==> config.mk <==
export PLATFORM = sky130hd
export DESIGN_NAME = tdm_demux4
export DESIGN_NICKNAME = d
export VERILOG_FILES = /design/src/rtl/tdm_demux4.sv
export SDC_FILE = /design/constraint.sdc
export NUM_CORES = 1
export LEC_CHECK = 0
export ABC_AREA = 1
export CAP_MARGIN = 10
export CORE_MARGIN = 1.5
export CORE_UTILIZATION = 41
export CTS_CLUSTER_DIAMETER = 30
export DETAILED_ROUTE_END_ITERATION = 8
export GPL_ROUTABILITY_DRIVEN = 0
export HOLD_SLACK_MARGIN = 0.03
export PLACE_DENSITY = 0.62
export SLEW_MARGIN = 20
export SYNTH_ARGS = -nofsm -noshare
export SYNTH_HDL_FRONTEND = slang
export SYNTH_SLANG_ARGS = --single-unit
==> constraint.sdc <==
create_clock -name clk -period 2.28 [get_ports clk]
set_clock_uncertainty 0.1 [all_clocks]
set_input_delay 0.342 -clock clk [delete_from_list [all_inputs] [get_ports clk]]
set_output_delay 0.342 -clock clk [all_outputs]
set_load 0.02 [all_outputs]
==> src/rtl/tdm_demux4.sv <==
// -----------------------------------------------------------------------------
// tdm_demux4 -- receive-side 1:4 time-division demultiplexer.
//
// Rebuilds four parallel channels from a TDM stream whose slots rotate
// 0,1,2,3. A sync strobe marks slot 0. Samples for slots 0..2 are parked in
// staging registers. On the slot-3 sample, all four channel outputs are
// loaded together, so d0..d3 always hold one coherent frame.
//
// Parameters:
//   WIDTH       bits per slot sample / output channel
//   SYNC_CHECK  1: a missing sync at slot 0 while locked is an error and
//                  forces a re-hunt
//               0: freewheel once locked
//
// Ports:
//   clk          rising-edge clock
//   reset        synchronous, active-high reset (dominates enable/sync)
//   enable       sample strobe; when low all state holds and pulses drop
//   sync         marks the slot-0 sample (qualified by enable)
//   data_in      muxed sample for the current slot
//   d0..d3       demultiplexed channels, updated once per complete frame
//   sel1, sel2   MSB/LSB of the slot expected next (mux encoding)
//   frame_valid  one-cycle pulse: d0..d3 just took a complete frame
//   sync_err     one-cycle pulse: sync misplaced or missing
//   locked       high while in the LOCKED state
// -----------------------------------------------------------------------------
module tdm_demux4 #(
  parameter int WIDTH      = 1,
  parameter bit SYNC_CHECK = 1'b1
) (
  input  logic             clk,
  input  logic             reset,
  input  logic             enable,
  input  logic             sync,
  input  logic [WIDTH-1:0] data_in,
  output logic [WIDTH-1:0] d0,
  output logic [WIDTH-1:0] d1,
  output logic [WIDTH-1:0] d2,
  output logic [WIDTH-1:0] d3,
  output logic             sel1,
  output logic             sel2,
  output logic             frame_valid,
  output logic             sync_err,
  output logic             locked
);

  typedef enum logic {
    HUNT   = 1'b0,
    LOCKED = 1'b1
  } state_t;

  state_t           state_reg;
  logic [1:0]       slot_reg;            // slot expected on the next enabled edge
  logic [WIDTH-1:0] stage_reg [3];       // slots 0..2 of the frame in progress
  logic [WIDTH-1:0] chan_reg  [4];       // last complete frame
  logic             frame_valid_reg;
  logic             sync_err_reg;
  logic             locked_reg;

  always_ff @(posedge clk) begin
    if (reset) begin
      state_reg       <= HUNT;
      slot_reg        <= 2'd0;
      frame_valid_reg <= 1'b0;
      sync_err_reg    <= 1'b0;
      locked_reg      <= 1'b0;
      for (int i = 0; i < 3; i++) stage_reg[i] <= '0;
      for (int i = 0; i < 4; i++) chan_reg[i]  <= '0;
    end else begin
      // Pulses are single-cycle; they are re-asserted only by the cases below.
      frame_valid_reg <= 1'b0;
      sync_err_reg    <= 1'b0;

      if (enable) begin
        case (state_reg)
          HUNT: begin
            // Everything is discarded until a sync marks slot 0.
            if (sync) begin
              stage_reg[0] <= data_in;
              slot_reg     <= 2'd1;
              state_reg    <= LOCKED;
              locked_reg   <= 1'b1;
            end
          end

          LOCKED: begin
            if (sync && (slot_reg != 2'd0)) begin
              // Early sync: drop the partial frame and realign so that
              // this sample becomes slot 0 of a new frame.
              sync_err_reg <= 1'b1;
              stage_reg[0] <= data_in;
              slot_reg     <= 2'd1;
            end else if ((slot_reg == 2'd0) && !sync && SYNC_CHECK) begin
              // Sync expected but absent: alignment can no longer be
              // trusted, so go back to hunting.
              sync_err_reg <= 1'b1;
              state_reg    <= HUNT;
              locked_reg   <= 1'b0;
            end else if (slot_reg == 2'd3) begin
              // Frame edge: publish all four channels in one edge.
              chan_reg[0]     <= stage_reg[0];
              chan_reg[1]     <= stage_reg[1];
              chan_reg[2]     <= stage_reg[2];
              chan_reg[3]     <= data_in;
              frame_valid_reg <= 1'b1;
              slot_reg        <= 2'd0;
            end else begin
              for (int i = 0; i < 3; i++) begin
                if (slot_reg == 2'(i)) stage_reg[i] <= data_in;
              end
              slot_reg <= slot_reg + 2'd1;
            end
          end

          default: begin
            state_reg  <= HUNT;
            slot_reg   <= 2'd0;
            locked_reg <= 1'b0;
          end
        endcase
      end
    end
  end

  assign d0          = chan_reg[0];
  assign d1          = chan_reg[1];
  assign d2          = chan_reg[2];
  assign d3          = chan_reg[3];
  assign sel1        = slot_reg[1];
  assign sel2        = slot_reg[0];
  assign frame_valid = frame_valid_reg;
  assign sync_err    = sync_err_reg;
  assign locked      = locked_reg;

endmodule

### Yosys cells after proc, flatten, opt, wreduce, memory -nomap -nowiden

Memories as Yosys holds them, arrays and structs flattened.
Index checks and enable logic that the tools add are counted.

| storage, ports and cells | value |
|---|---|
| word-level logic and storage cells | 100 |
| flip-flop bits (word level) | 6 |
| input port bits | 5 |
| memories | 2 |
| output and inout port bits | 9 |
| RAM bits | 7 |

Memory list:

| name | words | bits a word | rd ports | clocked after memory_dff | write ports | line | source |
|---|---|---|---|---|---|---|---|
| chan_reg | 4 | 1 | 4 | 0 | 4 | 55 | `logic [WIDTH-1:0] chan_reg [4];` |
| stage_reg | 3 | 1 | 3 | 0 | 3 | 54 | `logic [WIDTH-1:0] stage_reg [3];` |

| cells by class | value |
|---|---|
| reduce and logical (&&, ||, !) cells | 8 |
| bitwise operators | 11 |
| muxes and demuxes | 66 |
| add/subtract/negate cells | 1 |
| eq/ne operators | 7 |

Operators by type and width:

| cell | number |
|---|---|
| $mux 1 | 59 |
| $or 1x1->1 | 9 |
| $mux 2 | 4 |
| $eq 2x2->1 const B | 2 |
| $ne 2x2->1 const B | 2 |
| $pmux 1 s2 | 2 |
| $pmux 2 s2 | 1 |
| $reduce_and 4->1 | 1 |
| $ne 3x3->1 const B | 1 |
| $reduce_and 3->1 | 1 |
| $reduce_or 3->1 | 1 |
| $add 2x1->2 const B | 1 |
| $eq 2x1->1 const B | 1 |
| $logic_and 1x1->1 | 2 |
| $logic_not 2->1 | 1 |
| $ne 2x1->1 const B | 1 |
| $not 1->1 | 2 |
| $reduce_bool 2->1 | 1 |
| $logic_not 1->1 | 1 |

### Longest topological paths before layout

| depth | value |
|---|---|
| word-level depth | 10 |
| mapped depth | 10 |
| depth with buffers taken out | 10 |

### Worst setup path after synthesis

Ideal clock, no wire load.

| path | value |
|---|---|
| path kind | register to register |
| start point | register slot_reg[1] |
| end point | memory stage_reg[0][0], data pin |
| cell stages (with the launch flop) | 10 |
| required time | 1.926 ns |
| path buffers | 0 |
| arrival time | 1.505 ns |
| clock period less this slack | 1.859 ns |
| slack | 0.421 ns |
| setup time | 0.254 ns |
| cells stage by stage | dfxtp_1 inv_1 ha_1 inv_1 ha_1 nor2_4 o211ai_1 nand3_1 nand2_1 inv_1 |

RTL lines:

| item | line | source |
|---|---|---|
| from (decl) | 53 | `logic [1:0] slot_reg;` |
| from (signal assigned) | 111 | `slot_reg <= slot_reg + 2'd1;` |
| to (decl) | 54 |  |

==> results.md <==
- R2R cell count: 9
- Static Leak: 0.4009 nW
- Crit Path Category: flop to flop
- IO buf count: 13
- Yosys warning total: 0
- CP dominant cell by count: inv_1
- Post-detailed-route count of antenna-violating nets: 0
- FF-to-FF End: stage_reg[0][1]
- Max-Cap Viols: 0
- Pwr dens: 530.7 nW/um^2
- Final Setup Violations: 0
- Min-Delay Endpoint: locked
- # DRC: 0
- Hold buffer count at cts: 0
- Critical Path Fanout Max: 5
- Root Buffer: clkbuf_4
- Critical Path RT: 2210 ps
- Hold Slack: 373.1 ps
- Initial antenna violation count: 0
- HP Start: locked
- DRT Wirelength: 1211 um
- Latest clock arrival within the worst-skew pair: 270 ps
- DR vias: 559
- Synth-to-Final Area Change: 24.01%
- Final Cell Area: 898.4 um^2
- Die Ht: 45.04 um
- Avg Inst Size Synth: 8.624 um^2
- Core area: 1689 um^2
- CP peak stage delay: 420 ps
- Post-Syn Instances: 84
- Share of cells above drive strength 1: 0.1100
- Crit. End Element: flop
- Comb power frac: 0.164
- Max Buffers Root-to-Sink: 2
- Sw Pwr: 123.6 uW
- First-pass GRT wire length: 2056 um
- Via density per instance: 4.778
- Setup tns final: 0 ps
- Final hold viol count: 0
- Max FFs per register: 4
- Sequential power share: 0.551
- PostCTS Resize Cnt: 0
- Fillers: 168
- Post-CTS Setup Bufs: 0
- Netlist area before placement: 724.4 um^2
- Hold Path Class: flop to flop
- Startpoint Class: flop
- Initial DRC Count: 6
- Number of synthesized register bits: 13
- DP Area: 870.8 um^2
- Die Wd: 45.04 um
- Rel. slew slack: 0.7845
- Aggregate global-route resource usage: 0.1388
- Total CTS buffers: 3
- Pin count of the biggest net entering global routing: 10
- R2R Path Start: slot_reg[1]
- Core Rows: 15
- Worst Hold Depth: 2
- Hpwl dp: 975.8 um
- Clock power share: 0.285
- CP arrival: 1790 ps
- Critical path cell sequence: inv_1 -> ha_1 -> inv_1 -> ha_1 -> nor2_4 -> o211ai_1 -> nand3_1 -> nand2_1 -> inv_1
- Status: finished clean
- Clk sinks: 13
- Reg2Reg Setup Slack: 420 ps
- Synth unique cells: 17
- Die area: 2028 um^2
- Number of global-route vias before repair: 530
- Buf/Inv on CP: 3
- Sequential share of the synthesized area: 0.4560
- Initial Util: 0.4289
- Clock-pin transition on the worst setup and hold timing paths: 80 ps
- Post-synth net total: 97
- VDD IR max: 0.0002659 V
- # nets final: 114
- Initial DRT Pass Iterations: 4
- Critical-path top delay cell: dfxtp_1
- Final worst-path cycle share: 0.8162
- GRT overflow: 0
- Wire per inst: 10.35 um
- Slew Limit Fails: 0
- Worst-margin pin slew: 322.2 ps
- FMAX: 537.4 MHz
- CTS tree: built
- H-tree levels: 1
- RSZ-0062 raised after global routing: false
- Ant. Diodes: 0
- Final core occ: 0.5319
- Critical path's top delay family: adder cells
- Fin crit period: 1861 ps
- Sw frac: 0.2593
- P_int: 353.2 uW
- Number of I/O pins: 14
worst register-to-register path, delay by kind of cell, from the launching register on:
kind	cells	cell delay [ps]
buffers and inverters	3	230
AO/OA/AOI/OAI	1	100
adder cells (fa/ha/maj)	2	530
AND/OR/NAND/NOR	3	240
flip-flops	1	420
how the worst max path moves through the flow:
stage                start               to  slack, ps  depth (start not counted)
3_5_place_dp          sync  stage_reg[0][1]        330                          8
3_3_place_gp          sync  stage_reg[0][2]        360                          8
4_1_cts        slot_reg[1]  stage_reg[0][0]        400                          9
2_1_floorplan  slot_reg[1]  stage_reg[0][0]        420                          9
5_1_grt        slot_reg[1]  stage_reg[0][0]        300                          8
6_report       slot_reg[1]  stage_reg[0][1]        420                          9
layout make-up:
type,instances,area [um^2],area share
Sequential cell,13,330.3,0.3677
Inverter,15,56.30,0.06267
Clock buffer,3,22.52,0.02507
Clock inverter,1,5.005,0.005571
Timing Repair Buffer,13,130.1,0.1448
Tap cell,17,21.27,0.02368
Multi-Input combinational cell,55,332.8,0.3705
synth_stat cells:
cell | count | area, um^2
inv_2 | 1 | 3.750
ha_1 | 8 | 100.1
nand2_2 | 1 | 6.260
o211ai_1 | 1 | 7.510
buf_2 | 1 | 5.000
o21ai_0 | 1 | 5.000
edfxtp_1 | 7 | 210.2
nor3_1 | 1 | 5.000
nor2_4 | 2 | 22.52
nand3_2 | 2 | 20.02
dfxtp_1 | 6 | 120.1
a21oi_2 | 1 | 8.760
a21oi_1 | 4 | 20.02
nor2_1 | 10 | 37.54
nand3_1 | 8 | 40.04
inv_1 | 14 | 52.55
nand2_1 | 16 | 60.06
through the flow:
stage / cells / total power [mW] / setup slack (ps)
2_1_floorplan: 84 / 0.3175 / 420.9
3_3_place_gp: 113 / 0.3462 / 361.3
3_5_place_dp: 113 / 0.3470 / 329.6
4_1_cts: 117 / 0.4844 / 405.0
5_1_grt: 117 / 0.5024 / 300.7
6_report: 117 / 0.4768 / 419.1
power groups by stage:
stage          clock [mW]  sequential (mW)  combinational, mW
2_1_floorplan           0            0.274             0.0433
3_3_place_gp            0            0.268             0.0783
3_5_place_dp            0            0.268             0.0788
4_1_cts             0.143            0.263             0.0791
5_1_grt             0.150            0.264             0.0881
6_report            0.136            0.263             0.0781
routing by layer:
layer / wire length [um] / vias up / global-route usage
met5: 0 / - / 0
met4: 0 / 0 / 0.07059
met3: 36 / 0 / 0.01600
met2: 618 / 11 / 0.2343
met1: 557 / 248 / 0.1734
li1: - / 300 / -
layout by cell type (no fill, tap or decap), drive strengths merged:
master / netlist / routed
nor3: 1 / 1
nand2: 17 / 17
dfxtp: 6 / 6
clkdlybuf4s50: 0 / 13
o21ai: 1 / 1
inv: 15 / 15
ha: 8 / 8
clkbuf: 0 / 3
clkinv: 0 / 1
nor2: 12 / 12
o211ai: 1 / 1
a21oi: 5 / 5
edfxtp: 7 / 7
nand3: 10 / 10
kinds of logic (layout without fill, tap and decap cells):
family,after synthesis,count (layout),synth area share
buffers and inverters,16,32,0.08462
adder cells (fa/ha/maj),8,8,0.1382
AO/OA/AOI/OAI,7,7,0.05700
AND/OR/NAND/NOR,40,40,0.2643
flip-flops,13,13,0.4560
Power figures use the tool's default switching activity.
